[config.mk]
export PLATFORM = sky130hd
export DESIGN_NAME = axi2apb_apb_master_s5_flat
export DESIGN_NICKNAME = d
export VERILOG_FILES = /design/src/rtl/axi2apb_apb_master_s5_if.sv /design/src/rtl/axi2apb_apb_master_s5.sv /design/src/flat_wrapper.sv
export SDC_FILE = /design/constraint.sdc
export NUM_CORES = 1
export LEC_CHECK = 0
export CAP_MARGIN = 10
export CORE_AREA = 3 3 138 140
export CTS_CLUSTER_DIAMETER = 200
export CTS_CLUSTER_SIZE = 12
export DETAILED_ROUTE_END_ITERATION = 16
export DIE_AREA = 0 0 141 143
export PLACE_DENSITY_LB_ADDON = 0.05
export SLEW_MARGIN = 40
export SYNTH_ARGS = -nofsm -noshare
export SYNTH_HDL_FRONTEND = slang
export SYNTH_SLANG_ARGS = --single-unit
[constraint.sdc]
create_clock -name PCLK -period 9.8 [get_ports PCLK]
set_input_delay 1.96 -clock PCLK [delete_from_list [all_inputs] [get_ports PCLK]]
set_output_delay 1.96 -clock PCLK [all_outputs]
set_load 0.01 [all_outputs]
[src/rtl/axi2apb_apb_master_s5_if.sv]
// ---------------------------------------------------------------------------
// axi2apb_apb_master_s5_if
// Bundles the signals of the APB-side bridge engine.
//   Request side (from the AXI front end): REQ/ACK 4-phase handshake,
//   ADDR, WR, DATAW, BE, PROT in; DATAR, ERROR out.
//   APB side: shared PADDR/PENABLE/PWRITE/PWDATA/PSTRB/PPROT, one PSEL per
//   slave, and per-slave PRDATA/PREADY/PSLVERR.
// Modports:
//   master - the bridge engine (drives ACK, DATAR, ERROR and the APB bus).
//   slave  - the environment (requester plus APB slaves).
// ---------------------------------------------------------------------------
interface axi2apb_apb_master_s5_if #(
    parameter int WIDTH_PAD = 32,
    parameter int WIDTH_PDA = 32,
    parameter int WIDTH_PDS = WIDTH_PDA / 8
);
    // Request interface
    logic                 REQ;
    logic                 ACK;
    logic [WIDTH_PAD-1:0] ADDR;
    logic                 WR;
    logic [WIDTH_PDA-1:0] DATAW;
    logic [WIDTH_PDS-1:0] BE;
    logic [2:0]           PROT;
    logic [WIDTH_PDA-1:0] DATAR;
    logic                 ERROR;

    // Shared APB bus
    logic [WIDTH_PAD-1:0] PADDR;
    logic                 PENABLE;
    logic                 PWRITE;
    logic [WIDTH_PDA-1:0] PWDATA;
    logic [WIDTH_PDS-1:0] PSTRB;
    logic [2:0]           PPROT;

    // Per-slave APB signals
    logic                 PSEL_0, PSEL_1, PSEL_2, PSEL_3, PSEL_4;
    logic [WIDTH_PDA-1:0] PRDATA_0, PRDATA_1, PRDATA_2, PRDATA_3, PRDATA_4;
    logic                 PREADY_0, PREADY_1, PREADY_2, PREADY_3, PREADY_4;
    logic                 PSLVERR_0, PSLVERR_1, PSLVERR_2, PSLVERR_3, PSLVERR_4;

    modport master (
        input  REQ, ADDR, WR, DATAW, BE, PROT,
        output ACK, DATAR, ERROR,
        output PADDR, PENABLE, PWRITE, PWDATA, PSTRB, PPROT,
        output PSEL_0, PSEL_1, PSEL_2, PSEL_3, PSEL_4,
        input  PRDATA_0, PRDATA_1, PRDATA_2, PRDATA_3, PRDATA_4,
        input  PREADY_0, PREADY_1, PREADY_2, PREADY_3, PREADY_4,
        input  PSLVERR_0, PSLVERR_1, PSLVERR_2, PSLVERR_3, PSLVERR_4
    );

    modport slave (
        output REQ, ADDR, WR, DATAW, BE, PROT,
        input  ACK, DATAR, ERROR,
        input  PADDR, PENABLE, PWRITE, PWDATA, PSTRB, PPROT,
        input  PSEL_0, PSEL_1, PSEL_2, PSEL_3, PSEL_4,
        output PRDATA_0, PRDATA_1, PRDATA_2, PRDATA_3, PRDATA_4,
        output PREADY_0, PREADY_1, PREADY_2, PREADY_3, PREADY_4,
        output PSLVERR_0, PSLVERR_1, PSLVERR_2, PSLVERR_3, PSLVERR_4
    );
endinterface

[src/rtl/axi2apb_apb_master_s5.sv]
// ---------------------------------------------------------------------------
// axi2apb_apb_master_s5
// APB-side engine of the AXI-to-APB bridge. Takes one transfer at a time over
// a 4-phase REQ/ACK handshake, decodes the address onto one of five APB
// slaves, runs SETUP/ACCESS and returns read data plus error status.
// Ports:
//   PCLK   - clock
//   PRESET - asynchronous active-high reset (abandons any transfer)
//   bus    - axi2apb_apb_master_s5_if.master (request side + APB bus)
// Build option:
//   AXI2APB_REQ_SYNC_EN - when defined, REQ passes through a 2-flop
//   synchronizer before use (requester in another clock domain).
// ---------------------------------------------------------------------------
module axi2apb_apb_master_s5 #(
    parameter int                   NUM_PSLAVE    = 5,
    parameter int                   WIDTH_PAD     = 32,
    parameter int                   WIDTH_PDA     = 32,
    parameter int                   WIDTH_PDS     = WIDTH_PDA / 8,
    parameter logic [WIDTH_PAD-1:0] ADDR_PBASE0   = 32'h0000_0000,
    parameter logic [WIDTH_PAD-1:0] ADDR_PBASE1   = 32'h0000_1000,
    parameter logic [WIDTH_PAD-1:0] ADDR_PBASE2   = 32'h0000_2000,
    parameter logic [WIDTH_PAD-1:0] ADDR_PBASE3   = 32'h0000_3000,
    parameter logic [WIDTH_PAD-1:0] ADDR_PBASE4   = 32'h0000_4000,
    parameter int                   ADDR_PLENGTH0 = 12,
    parameter int                   ADDR_PLENGTH1 = 12,
    parameter int                   ADDR_PLENGTH2 = 12,
    parameter int                   ADDR_PLENGTH3 = 12,
    parameter int                   ADDR_PLENGTH4 = 12
) (
    input logic                      PCLK,
    input logic                      PRESET,
    axi2apb_apb_master_s5_if.master  bus
);

    typedef enum logic [1:0] {IDLE, SETUP, ACCESS, DONE} state_t;

    state_t               state;
    logic                 req_s;
    logic                 hit;
    logic [2:0]           hit_idx;
    logic [2:0]           sel;
    logic [4:0]           psel;
    logic [4:0]           pready_v;
    logic [4:0]           pslverr_v;
    logic [WIDTH_PDA-1:0] prdata_v [5];

    logic                 ack;
    logic [WIDTH_PDA-1:0] datar;
    logic                 error;
    logic [WIDTH_PAD-1:0] paddr;
    logic                 penable;
    logic                 pwrite;
    logic [WIDTH_PDA-1:0] pwdata;
    logic [WIDTH_PDS-1:0] pstrb;
    logic [2:0]           pprot;

`ifdef AXI2APB_REQ_SYNC_EN
    logic req_meta;
    logic req_sync;

    always_ff @(posedge PCLK or posedge PRESET) begin
        if (PRESET) begin
            req_meta <= 1'b0;
            req_sync <= 1'b0;
        end else begin
            req_meta <= bus.REQ;
            req_sync <= req_meta;
        end
    end

    assign req_s = req_sync;
`else
    assign req_s = bus.REQ;
`endif

    function automatic logic [WIDTH_PAD-1:0] base_of(input int i);
        case (i)
            0:       base_of = ADDR_PBASE0;
            1:       base_of = ADDR_PBASE1;
            2:       base_of = ADDR_PBASE2;
            3:       base_of = ADDR_PBASE3;
            4:       base_of = ADDR_PBASE4;
            default: base_of = '0;
        endcase
    endfunction

    function automatic int len_of(input int i);
        case (i)
            0:       len_of = ADDR_PLENGTH0;
            1:       len_of = ADDR_PLENGTH1;
            2:       len_of = ADDR_PLENGTH2;
            3:       len_of = ADDR_PLENGTH3;
            4:       len_of = ADDR_PLENGTH4;
            default: len_of = WIDTH_PAD;
        endcase
    endfunction

    // Scan from the highest index down so that the lowest matching index
    // is the one left standing when regions overlap.
    always_comb begin
        hit     = 1'b0;
        hit_idx = '0;
        for (int i = 4; i >= 0; i--) begin
            if (i < NUM_PSLAVE &&
                (((bus.ADDR ^ base_of(i)) >> len_of(i)) == '0)) begin
                hit     = 1'b1;
                hit_idx = 3'(i);
            end
        end
    end

    assign pready_v  = {bus.PREADY_4, bus.PREADY_3, bus.PREADY_2,
                        bus.PREADY_1, bus.PREADY_0};
    assign pslverr_v = {bus.PSLVERR_4, bus.PSLVERR_3, bus.PSLVERR_2,
                        bus.PSLVERR_1, bus.PSLVERR_0};
    assign prdata_v[0] = bus.PRDATA_0;
    assign prdata_v[1] = bus.PRDATA_1;
    assign prdata_v[2] = bus.PRDATA_2;
    assign prdata_v[3] = bus.PRDATA_3;
    assign prdata_v[4] = bus.PRDATA_4;

    always_ff @(posedge PCLK or posedge PRESET) begin
        if (PRESET) begin
            state   <= IDLE;
            sel     <= '0;
            psel    <= '0;
            ack     <= 1'b0;
            datar   <= '0;
            error   <= 1'b0;
            paddr   <= '0;
            penable <= 1'b0;
            pwrite  <= 1'b0;
            pwdata  <= '0;
            pstrb   <= '0;
            pprot   <= '0;
        end else begin
            case (state)
                IDLE: begin
                    if (req_s) begin
                        if (hit) begin
                            paddr         <= bus.ADDR;
                            pwrite        <= bus.WR;
                            pwdata        <= bus.DATAW;
                            pstrb         <= bus.WR ? bus.BE : '0;
                            pprot         <= bus.PROT;
                            sel           <= hit_idx;
                            psel          <= '0;
                            psel[hit_idx] <= 1'b1;
                            penable       <= 1'b0;
                            state         <= SETUP;
                        end else begin
                            // Unmapped: complete at once with an error.
                            datar <= '0;
                            error <= 1'b1;
                            ack   <= 1'b1;
                            state <= DONE;
                        end
                    end
                end
                SETUP: begin
                    penable <= 1'b1;
                    state   <= ACCESS;
                end
                ACCESS: begin
                    if (pready_v[sel]) begin
                        datar   <= pwrite ? '0 : prdata_v[sel];
                        error   <= pslverr_v[sel];
                        ack     <= 1'b1;
                        psel    <= '0;
                        penable <= 1'b0;
                        state   <= DONE;
                    end
                end
                DONE: begin
                    // ACK stays up until the requester drops REQ, so a REQ
                    // held high cannot launch a second transfer.
                    if (!req_s) begin
                        ack   <= 1'b0;
                        state <= IDLE;
                    end
                end
                default: state <= IDLE;
            endcase
        end
    end

    assign bus.ACK     = ack;
    assign bus.DATAR   = datar;
    assign bus.ERROR   = error;
    assign bus.PADDR   = paddr;
    assign bus.PENABLE = penable;
    assign bus.PWRITE  = pwrite;
    assign bus.PWDATA  = pwdata;
    assign bus.PSTRB   = pstrb;
    assign bus.PPROT   = pprot;
    assign bus.PSEL_0  = psel[0];
    assign bus.PSEL_1  = psel[1];
    assign bus.PSEL_2  = psel[2];
    assign bus.PSEL_3  = psel[3];
    assign bus.PSEL_4  = psel[4];

endmodule

[src/flat_wrapper.sv]
// flat-port wrapper written by rule: the top's interface ports become plain ports
module axi2apb_apb_master_s5_flat 
#(
    parameter int                   NUM_PSLAVE    = 5,
    parameter int                   WIDTH_PAD     = 32,
    parameter int                   WIDTH_PDA     = 32,
    parameter int                   WIDTH_PDS     = WIDTH_PDA / 8,
    parameter logic [WIDTH_PAD-1:0] ADDR_PBASE0   = 32'h0000_0000,
    parameter logic [WIDTH_PAD-1:0] ADDR_PBASE1   = 32'h0000_1000,
    parameter logic [WIDTH_PAD-1:0] ADDR_PBASE2   = 32'h0000_2000,
    parameter logic [WIDTH_PAD-1:0] ADDR_PBASE3   = 32'h0000_3000,
    parameter logic [WIDTH_PAD-1:0] ADDR_PBASE4   = 32'h0000_4000,
    parameter int                   ADDR_PLENGTH0 = 12,
    parameter int                   ADDR_PLENGTH1 = 12,
    parameter int                   ADDR_PLENGTH2 = 12,
    parameter int                   ADDR_PLENGTH3 = 12,
    parameter int                   ADDR_PLENGTH4 = 12
)
  (PCLK, PRESET, bus_REQ, bus_ADDR, bus_WR, bus_DATAW, bus_BE, bus_PROT, bus_ACK, bus_DATAR, bus_ERROR, bus_PADDR, bus_PENABLE, bus_PWRITE, bus_PWDATA, bus_PSTRB, bus_PPROT, bus_PSEL_0, bus_PSEL_1, bus_PSEL_2, bus_PSEL_3, bus_PSEL_4, bus_PRDATA_0, bus_PRDATA_1, bus_PRDATA_2, bus_PRDATA_3, bus_PRDATA_4, bus_PREADY_0, bus_PREADY_1, bus_PREADY_2, bus_PREADY_3, bus_PREADY_4, bus_PSLVERR_0, bus_PSLVERR_1, bus_PSLVERR_2, bus_PSLVERR_3, bus_PSLVERR_4);
  axi2apb_apb_master_s5_if #(.WIDTH_PAD(WIDTH_PAD), .WIDTH_PDA(WIDTH_PDA), .WIDTH_PDS(WIDTH_PDS)) bus_i ();
  input logic PCLK;
  input logic PRESET;
  input wire logic [$bits(bus_i.REQ)-1:0] bus_REQ;
  input wire logic [$bits(bus_i.ADDR)-1:0] bus_ADDR;
  input wire logic [$bits(bus_i.WR)-1:0] bus_WR;
  input wire logic [$bits(bus_i.DATAW)-1:0] bus_DATAW;
  input wire logic [$bits(bus_i.BE)-1:0] bus_BE;
  input wire logic [$bits(bus_i.PROT)-1:0] bus_PROT;
  output wire logic [$bits(bus_i.ACK)-1:0] bus_ACK;
  output wire logic [$bits(bus_i.DATAR)-1:0] bus_DATAR;
  output wire logic [$bits(bus_i.ERROR)-1:0] bus_ERROR;
  output wire logic [$bits(bus_i.PADDR)-1:0] bus_PADDR;
  output wire logic [$bits(bus_i.PENABLE)-1:0] bus_PENABLE;
  output wire logic [$bits(bus_i.PWRITE)-1:0] bus_PWRITE;
  output wire logic [$bits(bus_i.PWDATA)-1:0] bus_PWDATA;
  output wire logic [$bits(bus_i.PSTRB)-1:0] bus_PSTRB;
  output wire logic [$bits(bus_i.PPROT)-1:0] bus_PPROT;
  output wire logic [$bits(bus_i.PSEL_0)-1:0] bus_PSEL_0;
  output wire logic [$bits(bus_i.PSEL_1)-1:0] bus_PSEL_1;
  output wire logic [$bits(bus_i.PSEL_2)-1:0] bus_PSEL_2;
  output wire logic [$bits(bus_i.PSEL_3)-1:0] bus_PSEL_3;
  output wire logic [$bits(bus_i.PSEL_4)-1:0] bus_PSEL_4;
  input wire logic [$bits(bus_i.PRDATA_0)-1:0] bus_PRDATA_0;
  input wire logic [$bits(bus_i.PRDATA_1)-1:0] bus_PRDATA_1;
  input wire logic [$bits(bus_i.PRDATA_2)-1:0] bus_PRDATA_2;
  input wire logic [$bits(bus_i.PRDATA_3)-1:0] bus_PRDATA_3;
  input wire logic [$bits(bus_i.PRDATA_4)-1:0] bus_PRDATA_4;
  input wire logic [$bits(bus_i.PREADY_0)-1:0] bus_PREADY_0;
  input wire logic [$bits(bus_i.PREADY_1)-1:0] bus_PREADY_1;
  input wire logic [$bits(bus_i.PREADY_2)-1:0] bus_PREADY_2;
  input wire logic [$bits(bus_i.PREADY_3)-1:0] bus_PREADY_3;
  input wire logic [$bits(bus_i.PREADY_4)-1:0] bus_PREADY_4;
  input wire logic [$bits(bus_i.PSLVERR_0)-1:0] bus_PSLVERR_0;
  input wire logic [$bits(bus_i.PSLVERR_1)-1:0] bus_PSLVERR_1;
  input wire logic [$bits(bus_i.PSLVERR_2)-1:0] bus_PSLVERR_2;
  input wire logic [$bits(bus_i.PSLVERR_3)-1:0] bus_PSLVERR_3;
  input wire logic [$bits(bus_i.PSLVERR_4)-1:0] bus_PSLVERR_4;
  assign bus_i.REQ = bus_REQ;
  assign bus_i.ADDR = bus_ADDR;
  assign bus_i.WR = bus_WR;
  assign bus_i.DATAW = bus_DATAW;
  assign bus_i.BE = bus_BE;
  assign bus_i.PROT = bus_PROT;
  assign bus_ACK = bus_i.ACK;
  assign bus_DATAR = bus_i.DATAR;
  assign bus_ERROR = bus_i.ERROR;
  assign bus_PADDR = bus_i.PADDR;
  assign bus_PENABLE = bus_i.PENABLE;
  assign bus_PWRITE = bus_i.PWRITE;
  assign bus_PWDATA = bus_i.PWDATA;
  assign bus_PSTRB = bus_i.PSTRB;
  assign bus_PPROT = bus_i.PPROT;
  assign bus_PSEL_0 = bus_i.PSEL_0;
  assign bus_PSEL_1 = bus_i.PSEL_1;
  assign bus_PSEL_2 = bus_i.PSEL_2;
  assign bus_PSEL_3 = bus_i.PSEL_3;
  assign bus_PSEL_4 = bus_i.PSEL_4;
  assign bus_i.PRDATA_0 = bus_PRDATA_0;
  assign bus_i.PRDATA_1 = bus_PRDATA_1;
  assign bus_i.PRDATA_2 = bus_PRDATA_2;
  assign bus_i.PRDATA_3 = bus_PRDATA_3;
  assign bus_i.PRDATA_4 = bus_PRDATA_4;
  assign bus_i.PREADY_0 = bus_PREADY_0;
  assign bus_i.PREADY_1 = bus_PREADY_1;
  assign bus_i.PREADY_2 = bus_PREADY_2;
  assign bus_i.PREADY_3 = bus_PREADY_3;
  assign bus_i.PREADY_4 = bus_PREADY_4;
  assign bus_i.PSLVERR_0 = bus_PSLVERR_0;
  assign bus_i.PSLVERR_1 = bus_PSLVERR_1;
  assign bus_i.PSLVERR_2 = bus_PSLVERR_2;
  assign bus_i.PSLVERR_3 = bus_PSLVERR_3;
  assign bus_i.PSLVERR_4 = bus_PSLVERR_4;
  axi2apb_apb_master_s5 #(.NUM_PSLAVE(NUM_PSLAVE), .WIDTH_PAD(WIDTH_PAD), .WIDTH_PDA(WIDTH_PDA), .WIDTH_PDS(WIDTH_PDS), .ADDR_PBASE0(ADDR_PBASE0), .ADDR_PBASE1(ADDR_PBASE1), .ADDR_PBASE2(ADDR_PBASE2), .ADDR_PBASE3(ADDR_PBASE3), .ADDR_PBASE4(ADDR_PBASE4), .ADDR_PLENGTH0(ADDR_PLENGTH0), .ADDR_PLENGTH1(ADDR_PLENGTH1), .ADDR_PLENGTH2(ADDR_PLENGTH2), .ADDR_PLENGTH3(ADDR_PLENGTH3), .ADDR_PLENGTH4(ADDR_PLENGTH4)) u_core (.PCLK(PCLK), .PRESET(PRESET), .bus(bus_i));
endmodule
==> qor.csv <==
stage,metric,value,unit
cells_and_area,Area Overhead vs Synth,70.7,%
placement,"worst slack, placed",5.24,ns
placement,routability cong.,0.879,
power,Power Density,176,nW/um^2
die,die height,143,um
clock_network,clock root cell,clkbuf_16,
sta,final slew viol count,0,
route,DRT Pass-1 Iters,4,
route,drt total wl,21.6,mm
worst_setup_path,CP cell instances,clkdlybuf4s50_1 > o21ai_0 > nand4b_1 > nor2_1 > a211oi_4 > buf_4 > mux2_2,
synth,"top cells by area, synth","dfrtp_1 (48%), mux2_2 (15%), mux2i_1 (11%)",
clock_network,Post-CTS Resized,0,
worst_setup_path,arrival time worst endpoint,4.38,ns
synth,Synth Instances,499,
die,I/O Pins,357,
placement,Post-DP HPWL,16.2,mm
synth,"Avg Cell Area, Syn",12.3,sq um
sta,final setup margin,5.71,ns
synth,Synth Cell Area,6120,sq um
synth,Yosys top cell by area,dfrtp_1,
flow_run,reported max-cap violation count,0,
clock_network,clock sink total,117,
sta,final setup fails,0,
sta,final worst path period need,4.09,ns
sta,final setup TNS,0,ns
die,die area,20200,sq um
synth,Synth Register Bits,117,
clock_network,CTS H-tree lvls,4,
clock_network,Worst-Skew Late Latency,0.41,ns
worst_setup_path,Setup crit start kind,input pin,
route,WL/cell,19.9,um
clock_network,Post-CTS Setup Bufs,0,
sta,period utilization,41.8,%
global_route,vias in the first global route,5957,
cells_and_area,nets,1092,
power,peak supply drop,0.0999,mV
die,FP Rows,49,
worst_setup_path,worst setup path category,input pin to flip-flop,
route,1st-iter DRT viols,203,
placement,# port buffers,356,
route,post-DR vias/cell,4.93,
global_route,pin count of the biggest net entering global routing,66,
clock_network,cts bufs inserted,17,
global_route,GRT overflow,0,
cells_and_area,layout cell share with drive strength beyond 1,15.5,%
sta,worst-margin pin slew,0.753,ns
worst_setup_path,Slowest cell on crit path,clkdlybuf4s50_1,
clock_network,CTS tree,done,
worst_setup_path,endpoint class of the critical path,flip-flop,
route,Residual DRC,0,
sta,Max Clock Freq,244,MHz
synth,Yosys Warn Count,0,
sta,normalized max-slew margin,49.8,%
die,Core ar.,18000,sq um
worst_setup_path,critical path data required time,10.09,ns
status,status,finished clean,
clock_network,"Reg clk slew, reported paths",0.05,ns
global_route,total track usage,21.3,%
synth,top-area cell type share of the netlist area,47.8,%
worst_setup_path,CP peak stage delay,0.59,ns
synth,Yosys cell types,40,
worst_hold_path,Worst Hold Class,flip-flop to flip-flop,
synth,post-synthesis sequential area ratio,47.8,%
route,Detail Route Antenna Nets,0,
worst_setup_path,crit path max fanout,25,
sta,RSZ-0062 raised after global routing,false,
route,DR vias,5358,
cells_and_area,Layout fillers,1577,
die,Initial Utilization,34.1,%
worst_setup_path,R2R depth,7,
die,DIE WIDTH,141,um
power,P_leak,0.00434,uW
global_route,global-route wire length before repair,33.4,mm
clock_network,hold_buf cts,0,
global_route,initial antenna violation count,2,
clock_network,worst-case clock buffer depth,2,
sta,Final Hold Viols,0,
worst_hold_path,worst hold stages,2,
sta,Worst Clk Skew,0.00751,ns
synth,syn_nets,748,
[through the flow]
step	area [sq um]	instances	util, %	power (uW)	hold slack [ns]
floorplan	6120	499	-	914	0.516
global placement	9800	1051	54.5	1220	0.461
detailed placement	9840	1053	54.8	1230	0.472
CTS	10400	1085	58.1	1870	0.486
global route	10400	1086	58.2	1940	0.497
finish	10400	1086	58.2	1840	0.480
[routing by layer]
| metal | global-route usage, % | share of wire (%) |
|---|---|---|
| met2 | 37.3 | 50 |
| met1 | 24.3 | 39 |
| met4 | 5.97 | 1.8 |
| met5 | 0 | 0.079 |
| met3 | 8.20 | 8.9 |
[cells in the mapped netlist, drive strengths merged]
library cell / instances
or3: 1
a32o: 1
a21oi: 1
o2bb2ai: 2
nand3: 3
and2: 17
o22ai: 1
a21o: 1
inv: 4
mux2: 89
o221a: 1
o21a: 2
o21ai: 7
buf: 22
or2b: 1
a211oi: 1
nand2b: 3
mux2i: 69
nand4b: 3
o22a: 32
nor2b: 1
a2bb2oi: 31
o31a: 1
ha: 4
nor2: 36
nor4: 6
clkbuf: 17
and3b: 1
nand2: 15
o221ai: 2
and3: 1
dfrtp: 117
nor3: 1
nand3b: 3
a2111oi: 1
a22oi: 1
[area by class of cell]
| cell class | instances | area [sq um] | area share, % |
|---|---|---|---|
| Tap cell | 229 | 287 | 2.74 |
| Clock buffer | 18 | 429 | 4.11 |
| Multi-Input combinational cell | 339 | 2960 | 28.3 |
| Inverter | 4 | 20.0 | 0.192 |
| Sequential cell | 117 | 2930 | 28.1 |
| Clock inverter | 14 | 178 | 1.70 |
| Timing Repair Buffer | 364 | 3640 | 34.9 |
| Antenna cell | 1 | 2.50 | 0.0239 |
[logic make-up after synthesis]
| logic type | synth area share [%] |
|---|---|
| buffers and inverters | 4.19 |
| adders and majority gates | 0.818 |
| AOI/OAI and AO/OA | 11.9 |
| and+or+nand+nor | 7.58 |
| DFF | 47.8 |
| muxes | 27.7 |
[sequential cells by signal, summed over array words and instances (netlist names)]
name,cells
u_core.bus.PENABLE,1
u_core.bus.PSTRB,4
u_core.bus.PPROT,3
u_core.bus.ERROR,1
u_core.psel,5
u_core.sel,3
u_core.bus.DATAR,32
u_core.bus.PWDATA,32
u_core.bus.ACK,1
u_core.bus.PWRITE,1
u_core.bus.PADDR,32
u_core.state,2
[cell usage in the layout, fill, tap and decap left out, types with 2 or more instances in the layout]
master and instances:
mux2_1 5, nand3_1 3, dfrtp_1 115, nor4_1 5, a2bb2oi_1 31, o21a_1 2, mux2_2 84, bufinv_16 3
nand3b_1 3, ha_1 4, nand4b_1 3, and2_1 17, nand2_1 15, o22a_1 32, clkdlybuf4s50_1 356, nor2_1 36
clkbuf_16 17, mux2i_1 69, inv_1 3, clkinvlp_4 7, o221ai_1 2, buf_4 6, o21ai_0 7, clkinv_4 2
o2bb2ai_1 2, inv_6 3
[final timing paths]
kind                                                  from                                to  slack, ns
min in group asynchronous                           PRESET  u_core.bus.PWDATA[9]$_DFFE_PP0P_       2.01
hold / removal             u_core.bus.PSTRB[2]$_DFFE_PP0P_   u_core.bus.PSTRB[2]$_DFFE_PP0P_       0.48
max in group asynchronous                           PRESET         u_core.sel[1]$_DFFE_PP0P_       6.58
setup / recovery                              bus_ADDR[12]  u_core.bus.DATAR[11]$_DFFE_PP0P_       5.71
setup reg to reg                 u_core.sel[1]$_DFFE_PP0P_  u_core.bus.DATAR[11]$_DFFE_PP0P_       6.46
hold reg to reg            u_core.bus.PSTRB[2]$_DFFE_PP0P_   u_core.bus.PSTRB[2]$_DFFE_PP0P_       0.48
[worst max-delay path: cells and delay by family]
kind	cells	cell delay [ns]
muxes	1	0.38
and+or+nand+nor	2	0.30
AOI/OAI and AO/OA	2	0.70
buffers and inverters	2	1.01
[power by group]
group          internal, uW  switching (uW)
sequential              561            39.9
clock                   401             226
combinational           355             257
Note: power is estimated with default switching activity, not from simulation.
